[src/rtl/conv_pkg.sv]
// rtl/conv_pkg.sv - width helpers and signed saturation shared by the conv MAC datapath
package conv_pkg;

  function automatic int clog2(input int n);
    int r;
    r = 0;
    while ((1 << r) < n) r++;
    return r;
  endfunction

  // Unsigned pixels gain a zero sign bit before the multiply, hence the extra product bit.
  function automatic int pw_of(input int dw, input int data_signed);
    return 2 * dw + ((data_signed != 0) ? 0 : 1);
  endfunction

  function automatic int sw_of(input int dw, input int data_signed, input int lanes);
    return pw_of(dw, data_signed) + clog2(lanes);
  endfunction

  function automatic int acc_w_of(input int dw, input int data_signed, input int lanes,
                                  input int rows);
    return pw_of(dw, data_signed) + clog2(lanes * rows);
  endfunction

  // Clamp a signed in_w-bit value (carried sign-extended in 64 bits) to the signed out_w range.
  function automatic logic signed [63:0] sat_signed(input logic signed [63:0] v,
                                                    input int in_w, input int out_w);
    logic signed [63:0] hi;
    logic signed [63:0] lo;
    if (out_w >= in_w) return v;
    hi = (64'sd1 <<< (out_w - 1)) - 64'sd1;
    lo = -hi - 64'sd1;
    if (v > hi) return hi;
    if (v < lo) return lo;
    return v;
  endfunction

endpackage

[src/rtl/mac_lane_sum.sv]
// rtl/mac_lane_sum.sv - per-lane extend and multiply, summed into one signed beat total
module mac_lane_sum
  import conv_pkg::*;
#(
  parameter int LANES       = 3,
  parameter int DW          = 8,
  parameter int DATA_SIGNED = 1,
  parameter int SW          = sw_of(DW, DATA_SIGNED, LANES)
) (
  input  logic [LANES*DW-1:0] data,
  input  logic [LANES*DW-1:0] weight,
  output logic signed [SW-1:0] sum
);

  // Every operand is extended to SW bits first, so the true sum always fits.
  always_comb begin
    logic signed [SW-1:0] d_ext;
    logic signed [SW-1:0] w_ext;
    logic signed [SW-1:0] total;
    d_ext = '0;
    w_ext = '0;
    total = '0;
    for (int i = 0; i < LANES; i++) begin
      if (DATA_SIGNED != 0) d_ext = SW'($signed(data[i*DW +: DW]));
      else                  d_ext = SW'(data[i*DW +: DW]);
      w_ext = SW'($signed(weight[i*DW +: DW]));
      total = total + d_ext * w_ext;
    end
    sum = total;
  end

endmodule

[src/rtl/conv_mac_pipe.sv]
// rtl/conv_mac_pipe.sv - two-stage windowed MAC with handshakes, flush and output saturation
module conv_mac_pipe
  import conv_pkg::*;
#(
  parameter int LANES       = 3,
  parameter int DW          = 8,
  parameter int ROWS        = 3,
  parameter int DATA_SIGNED = 1,
  parameter int OUT_W       = 20,
  parameter int SATURATE    = 1
) (
  input  logic                clk,
  input  logic                rst_n,
  input  logic                flush,
  input  logic                in_valid,
  output logic                in_ready,
  input  logic [LANES*DW-1:0] data,
  input  logic [LANES*DW-1:0] weight,
  output logic                out_valid,
  input  logic                out_ready,
  output logic [OUT_W-1:0]    result
);

  localparam int SW    = sw_of(DW, DATA_SIGNED, LANES);
  localparam int ACC_W = acc_w_of(DW, DATA_SIGNED, LANES, ROWS);
  localparam int CW    = (ROWS > 1) ? clog2(ROWS) : 1;
  localparam logic [CW-1:0] CNT_LAST = CW'(ROWS - 1);

  logic                    en;
  logic                    accept;
  logic [CW-1:0]           cnt;
  logic signed [SW-1:0]    lane_sum;
  logic signed [SW-1:0]    s1_sum;
  logic                    s1_first;
  logic                    s1_last;
  logic                    s1_valid;
  logic signed [ACC_W-1:0] acc;
  logic signed [ACC_W-1:0] acc_next;
  logic [OUT_W-1:0]        fit_val;

  assign en       = !out_valid || out_ready;
  assign in_ready = en && !flush;
  assign accept   = in_valid && in_ready;

  mac_lane_sum #(
    .LANES      (LANES),
    .DW         (DW),
    .DATA_SIGNED(DATA_SIGNED),
    .SW         (SW)
  ) u_lane_sum (
    .data  (data),
    .weight(weight),
    .sum   (lane_sum)
  );

  always_ff @(posedge clk or negedge rst_n) begin
    if (!rst_n) begin
      cnt      <= '0;
      s1_valid <= 1'b0;
      s1_sum   <= '0;
      s1_first <= 1'b0;
      s1_last  <= 1'b0;
    end else if (flush) begin
      cnt      <= '0;
      s1_valid <= 1'b0;
    end else if (accept) begin
      s1_sum   <= lane_sum;
      s1_first <= (cnt == '0);
      s1_last  <= (cnt == CNT_LAST);
      s1_valid <= 1'b1;
      cnt      <= (cnt == CNT_LAST) ? '0 : cnt + CW'(1);
    end else if (en) begin
      s1_valid <= 1'b0;
    end
  end

  // The first beat of a window reloads the accumulator, so windows chain with no bubble.
  always_comb begin
    acc_next = s1_first ? ACC_W'(s1_sum) : acc + ACC_W'(s1_sum);
    if (SATURATE != 0) fit_val = OUT_W'(sat_signed(64'(acc_next), ACC_W, OUT_W));
    else               fit_val = OUT_W'(acc_next);
  end

  always_ff @(posedge clk or negedge rst_n) begin
    if (!rst_n) begin
      acc       <= '0;
      result    <= '0;
      out_valid <= 1'b0;
    end else begin
      if (en && s1_valid) begin
        acc <= acc_next;
        if (s1_last) result <= fit_val;
      end
      if (en && s1_valid && s1_last) out_valid <= 1'b1;
      else if (out_ready)            out_valid <= 1'b0;
    end
  end

endmodule

[config.mk]
export PLATFORM = sky130hd
export DESIGN_NAME = conv_mac_pipe
export DESIGN_NICKNAME = d
export VERILOG_FILES = /design/src/rtl/conv_pkg.sv /design/src/rtl/mac_lane_sum.sv /design/src/rtl/conv_mac_pipe.sv
export SDC_FILE = /design/constraint.sdc
export NUM_CORES = 1
export LEC_CHECK = 0
export BUFFER_PORTS_ARGS = -buffer_cell sky130_fd_sc_hd__buf_2
export CAP_MARGIN = 30
export CORE_ASPECT_RATIO = 1.75
export CORE_MARGIN = 4
export CORE_UTILIZATION = 60
export DETAILED_ROUTE_END_ITERATION = 10
export GPL_TIMING_DRIVEN = 0
export HOLD_SLACK_MARGIN = 0.12
export PLACE_DENSITY_LB_ADDON = 0.1
export SYNTH_ARGS = -nofsm -noshare
export SYNTH_HDL_FRONTEND = slang
export SYNTH_HIERARCHICAL = 1
export SYNTH_SLANG_ARGS = --single-unit
[constraint.sdc]
create_clock -name clk -period 5.95 [get_ports clk]
set_input_delay 1.4875 -clock clk [delete_from_list [all_inputs] [get_ports clk]]
set_output_delay 1.4875 -clock clk [all_outputs]
set_load 0.02 [all_outputs]
==> out/metrics.cfg, run 1 <==
[status]
outcome = finished with violations
violations = setup timing

[sta]
setup_viol = 11
worst_slack_ns = -0.7213
max_slew.worst_pin.slew_ns = 0.6947
slew_viol_final = 0
fin_crit_ns = 6.671
clock_skew_ns = 0.002873
rsz0062_at_grt = yes
max_slew_margin_pct = 53.69
finalHoldViolCount = 0
whs_ns = 0.4757
fmax_ghz = 0.1499
post-route-period-util_pct = 112.1

[critical_path]
endpoint_kind = register
cp_top_family = adder cells
cp_max_fo = 8
critPathMaxStageDelay_ns = 0.55
r2r_cells = 10
r2r_end = result[16]
slowest_stage = fa_2
critPathKind = input pin to register
critPathLaunchType = input pin
required_ns = 6.17
cp-startpoint = weight[1]
rrSetupSlack_ns = 3.31
crit_buf_inv = 6
cp_num_cells = 22
crit_path_frequent_cell = fa_1
critical_path_arrival_ns = 6.89
cp_cell_sequence = buf_6 > and2_4 > fa_2 > buf_6 > fa_1 > inv_1 > fa_2 > fa_1 > inv_2 > fa_2 > fa_1 > inv_2 > fa_1 > inv_2 > ha_4 > o21a_1 > o21ai_2 > a21oi_2 > nor2_4 > o211ai_1 > xnor2_1 > mux2_4
worstSetupEndpoint = s1_sum[17]
reg2reg_from = s1_sum[0]

[synthesis]
yosysTopAreaCell = fa_1
syn_area_mm2 = 0.01185
ys.flop_type = dfrtp_1
synth.most_common_cell = inv_1
yosysWarnings = 6
synthesis.nets = 1641
ys_top_cells_by_area = fa_1, dfrtp_1, ha_1
synth_common_cells = inv_1, fa_1, nand2_1, and2_1, ha_1
synthCells = 1261
synth_edf_count = 0
synth-seq-cells = 64
synth.distinct_cells = 66
synthArstFlopShare_pct = 100.0
yosysTopAreaCellShare_pct = 39.69
ys_seq_area_share_pct = 13.51
synth.avg_cell_area_um2 = 9.399

[die]
core.rowCount = 67
pin_count = 75
fp.coreArea_mm2 = 0.01928
dieHeight_um = 193.9
dieWidth_um = 114.2
initial_core_util_pct = 61.47
die_area_mm2 = 0.02216

[cts]
hold_buffers = 0
root_buffer = clkbuf_16
ctsLongestPathBuffers = 2
cts_tree = done
cts_buffers = 9
htreeDepth = 3
clkSlewWorstSetupHoldPaths_ns = 0.05
clkLatencyLatePin_ns = 0.33
cts_sinks = 64

[finish]
drive_above_1_share_pct = 19.09
nNetsFinal = 1758
area_delta_synth_final_pct = 17.13
n_antenna_cell = 0
fin_cells = 1624
final_util_pct = 72.01

[placed_design]
portBuffers = 72
dp_hpwl_um = 24540
gp_congestion = 0.9140
dp.cells = 1575

[detailed_routing]
vias = 8688
detail_route.wl_per_cell_um = 17.25
via_per_inst = 5.350
drt_iter0_markers = 283
dr.pass1.iters = 5
wl_um = 28010
ant_nets = 0
drc_errors = 0

[grt]
grt_overflow = 0
grt_pass1_wl_um = 47220
grtUsageTotal_pct = 26.89
grt_pass1_vias = 9937
grt_max_degree = 36
antenna_found_initial = 0

[job]
max_cap_violations = 0

[hold_path]
hold_path.class = register to register

-- kinds of logic after synthesis --
family / share of synthesized area [%]
simple gates: 14.88
fa+ha+maj: 49.40
buf+inv: 9.722
compound gates: 8.709
flops: 13.51
xor+xnor: 2.586
mux: 1.182
-- per-layer routing --
layer  vias to the layer above  share of wire, %  GRT usage, %
li1                       4076                 -             -
met1                      4368                33         26.27
met4                         0               4.7         11.80
met5                         -                 0             0
met3                        75               2.3         2.342
met2                       169                60         54.58
-- layout by cell type, fill, tap and decap left out, types with 10 or more instances in the layout --
cell,n
a21o_1,14
a21oi_1,30
and2_1,83
and2_4,18
buf_2,44
buf_4,34
buf_6,29
clkbuf_1,13
clkbuf_16,10
dfrtp_1,64
fa_1,225
fa_2,10
ha_1,79
ha_4,12
inv_1,251
inv_2,23
nand2_1,172
nor2_1,32
o21ai_0,39
xnor2_1,18
xor2_1,14
-- worst min-delay path, delay by kind of cell (launching register included) --
| kind | cells | cell delay [ns] |
|---|---|---|
| DFF | 1 | 0.33 |
| and+or+nand+nor | 1 | 0.04 |
| AOI/OAI and AO/OA | 1 | 0.06 |
-- through the flow --
step	setup TNS, ns	worst slack (ns)	instance area (um^2)
6_report	-5.800	-0.7213	13880
4_1_cts	-5.169	-0.6957	13660
5_1_grt	-7.843	-0.8971	13880
2_1_floorplan	-4.919	-0.7307	12070
3_3_place_gp	-11.54	-1.345	12730
3_5_place_dp	-12.10	-1.375	12750
-- final cells by class --
class                           instances  area (um^2)
Buffer                                 26        140.1
Inverter                              277         1052
Clock inverter                          3        40.04
Fill cell                            1451         5398
Multi-Input combinational cell        893         9560
Tap cell                              241        301.5
Sequential cell                        64         1602
Timing Repair Buffer                  107        927.1
Clock buffer                           13        260.3
-- registers in the layout (all words and copies together), names as in the netlist --
signal / flops
cnt: 2
acc: 20
result: 20
s1_valid: 1
out_valid: 1
s1_first: 1
s1_sum: 18
s1_last: 1
-- timing repair --
action | in CTS | in global routing
pin swaps | 93 | 37
setup buffers | 24 | 10
hold endpoints to repair | 0 | 0
setup endpoints to repair | 12 | 12
resized for setup | 128 | 49
-- worst min-delay path by stage --
stage	start	endpoint	slack (ns)	depth (start not counted)
2_1_floorplan	acc[0]	acc[0]	0.45	2
3_3_place_gp	result[7]	result[7]	0.46	2
3_5_place_dp	result[3]	result[3]	0.47	2
4_1_cts	result[3]	result[3]	0.48	2
5_1_grt	result[4]	result[4]	0.49	2
6_report	result[4]	result[4]	0.48	2
Power of run 1 is not shown: default switching activity piles up to over one toggle a cycle in this logic, so the estimate is an artifact.
==> run 2: changes to the inputs <==
--- a/config.mk
+++ b/config.mk
@@ -7,9 +7,10 @@
 export LEC_CHECK = 0
 export BUFFER_PORTS_ARGS = -buffer_cell sky130_fd_sc_hd__buf_2
 export CAP_MARGIN = 30
-export CORE_ASPECT_RATIO = 1.75
+export CORE_ASPECT_RATIO = 1.1
 export CORE_MARGIN = 4
 export CORE_UTILIZATION = 60
+export CTS_BUF_LIST = sky130_fd_sc_hd__clkbuf_16
 export DETAILED_ROUTE_END_ITERATION = 10
 export GPL_TIMING_DRIVEN = 0
 export HOLD_SLACK_MARGIN = 0.12
==> run 2 against run 1 <==
Wire length down 2.7%. First-iteration DRC count down 8.8%. Final cell count up 0.86%. Fmax down 0.89%. Sequential share of layout area down 0.13 points. Global-route usage down 1.1 points. Via count down 0.90%. The run still ends with setup timing left.
==> out/metrics.cfg, run 2 (synthesis results as in run 1) <==
[detailed_routing]
wl_um = 27240  ; -2.7%
via_per_inst = 5.256  ; -1.7%
ant_nets = 0  ; unchanged
drt_iter0_markers = 258  ; -8.8%
vias = 8610  ; -0.90%
detail_route.wl_per_cell_um = 16.63  ; -3.6%
dr.pass1.iters = 4  ; -1
drc_errors = 0  ; unchanged

[cts]
cts_sinks = 64  ; unchanged
hold_buffers = 0  ; unchanged
ctsLongestPathBuffers = 2  ; unchanged
clkLatencyLatePin_ns = 0.34  ; about the same
cts_buffers = 9  ; unchanged
clkSlewWorstSetupHoldPaths_ns = 0.05  ; about the same
htreeDepth = 3  ; unchanged
root_buffer = clkbuf_16
cts_tree = done

[finish]
drive_above_1_share_pct = 21.06  ; +2.0 points
final_cell_mix = inv_1, fa_1, nand2_1
nNetsFinal = 1766  ; +0.46%
layout_commonest_cell = inv_1
reg_top3 = acc: 20 flops, result: 20 flops, s1_sum: 18 flops
area_delta_synth_final_pct = 18.48
num-fill-cells = 1429  ; -1.5%
final_util_pct = 72.77  ; +0.77 points
n_antenna_cell = 0  ; unchanged

[critical_path]
cp_max_fo = 8  ; unchanged
slowest_stage = fa_1
required_ns = 6.17  ; about the same
cp_cell_sequence = buf_12 > and2_4 > fa_1 > inv_2 > fa_1 > inv_2 > fa_1 > fa_1 > fa_2 > fa_1 > inv_2 > fa_2 > inv_2 > ha_4 > o21a_1 > o31ai_4 > a21oi_2 > nor2_2 > o211ai_1 > xnor2_1 > mux2_4
cp_top_family = adder cells
endpoint_kind = register
crit_path_frequent_cell = fa_1
crit_buf_inv = 5  ; -1
critPathLaunchType = input pin
critPathMaxStageDelay_ns = 0.57  ; +0.02 ns
critPathKind = input pin to register
critical_path_arrival_ns = 6.95  ; +0.06 ns

[grt]
grtUsageTotal_pct = 25.79  ; -1.1 points
grt_pass1_wl_um = 45710  ; -3.2%
antenna_found_initial = 0  ; unchanged
grt_overflow = 0  ; unchanged
grt_pass1_vias = 9496  ; -4.4%
grt_max_degree = 39  ; +8.3%

[sta]
max_slew_margin_pct = 58.08  ; +4.4 points
post-route-period-util_pct = 113.1  ; +1.0 points
max_slew.worst_pin.slew_ns = 0.6289  ; -0.06580 ns
fmax_ghz = 0.1486  ; -0.89%
clock_skew_ns = 0.004702  ; +0.001830 ns
rsz0062_at_grt = yes
setup_viol = 11  ; unchanged
finalHoldViolCount = 0  ; unchanged
worst_slack_ns = -0.7811  ; -0.05979 ns
slew_viol_final = 0  ; unchanged
fin_crit_ns = 6.731  ; +0.05979 ns

[die]
dieHeight_um = 155.4  ; -20%
initial_core_util_pct = 61.42  ; about the same
pin_count = 75  ; unchanged
die_area_mm2 = 0.02207  ; -0.39%
core.rowCount = 53  ; -21%
dieWidth_um = 142.0  ; +24%
fp.coreArea_mm2 = 0.01930  ; about the same

[placed_design]
gp_congestion = 0.8564  ; -6.3%
dp_hpwl_um = 23250  ; -5.3%
portBuffers = 72  ; unchanged
dp_slack_ns = -1.391  ; -0.01582 ns

[hold_path]
hold_path.class = register to register

[status]
outcome = finished with violations
violations = setup timing

[job]
max_cap_violations = 0  ; unchanged

run 2: cell types whose count changed in the layout (fill, tap and decap cells not counted), moves of 5 or more:
cell / change
fa_2: +5
fa_1: -5
inv_1: -14
buf_8: +5
buf_6: +6
inv_2: +14
run 2: area by class of cell:
class                   count  area, um^2  area share, %
inverters                 277        1052          7.493
clock buffers               9       225.2          1.604
clock inverters             7       110.1         0.7840
well taps                 247       309.0          2.201
repair buffers            114        1050          7.475
plain buffers              27       142.6          1.016
multi-input cells         893        9553          68.02
flip-flops and latches     64        1602          11.40
run 2: through the flow:
| stage | setup TNS (ns) | instances | hold WS, ns | area [um^2] |
|---|---|---|---|---|
| floorplan | -4.919 | 1261 | 0.4538 | 12070 |
| global placement | -11.24 | 1580 | 0.4586 | 12740 |
| detailed placement | -12.38 | 1581 | 0.4650 | 12760 |
| CTS | -5.877 | 1627 | 0.4761 | 13690 |
| global route | -7.997 | 1638 | 0.5024 | 14040 |
| finish | -6.058 | 1638 | 0.4690 | 14040 |
run 2: path summary, 6_finish.rpt:
kind	from	endpoint	slack, ns	cells after the start
setup / recovery	data[11]	s1_sum[17]	-0.78	21
hold reg to reg	result[11]	result[11]	0.47	2
hold / removal	result[11]	result[11]	0.47	2
min in group asynchronous	rst_n	acc[5]	1.17	1
max in group asynchronous	rst_n	s1_sum[14]	4.16	2
setup reg to reg	s1_sum[0]	result[16]	3.30	10
run 2: repair_timing:
action	in CTS	in global routing
pin swaps	70	71
setup buffers	30	12
setup endpoints to repair	12	12
resized for setup	124	96
run 2: per-layer routing:
| layer | vias up | routed length, um | GRT usage [%] |
|---|---|---|---|
| li1 | 4104 | - | - |
| met1 | 4304 | 10690 | 30.65 |
| met2 | 152 | 15270 | 49.47 |
| met3 | 50 | 670 | 2.060 |
| met4 | 0 | 614 | 7.221 |
| met5 | - | 0 | 0 |
run 2: worst register-to-register path: stages, from the launching register on:
cell	delay (ns)
dfrtp_1	0.38
ha_1	0.23
inv_1	0.07
fa_1	0.43
nor2b_4	0.15
o31a_4	0.17
o21ai_4	0.07
a211oi_4	0.35
o41ai_4	0.14
and4bb_1	0.20
or3_1	0.33
Power of run 2 is left out for the same reason.
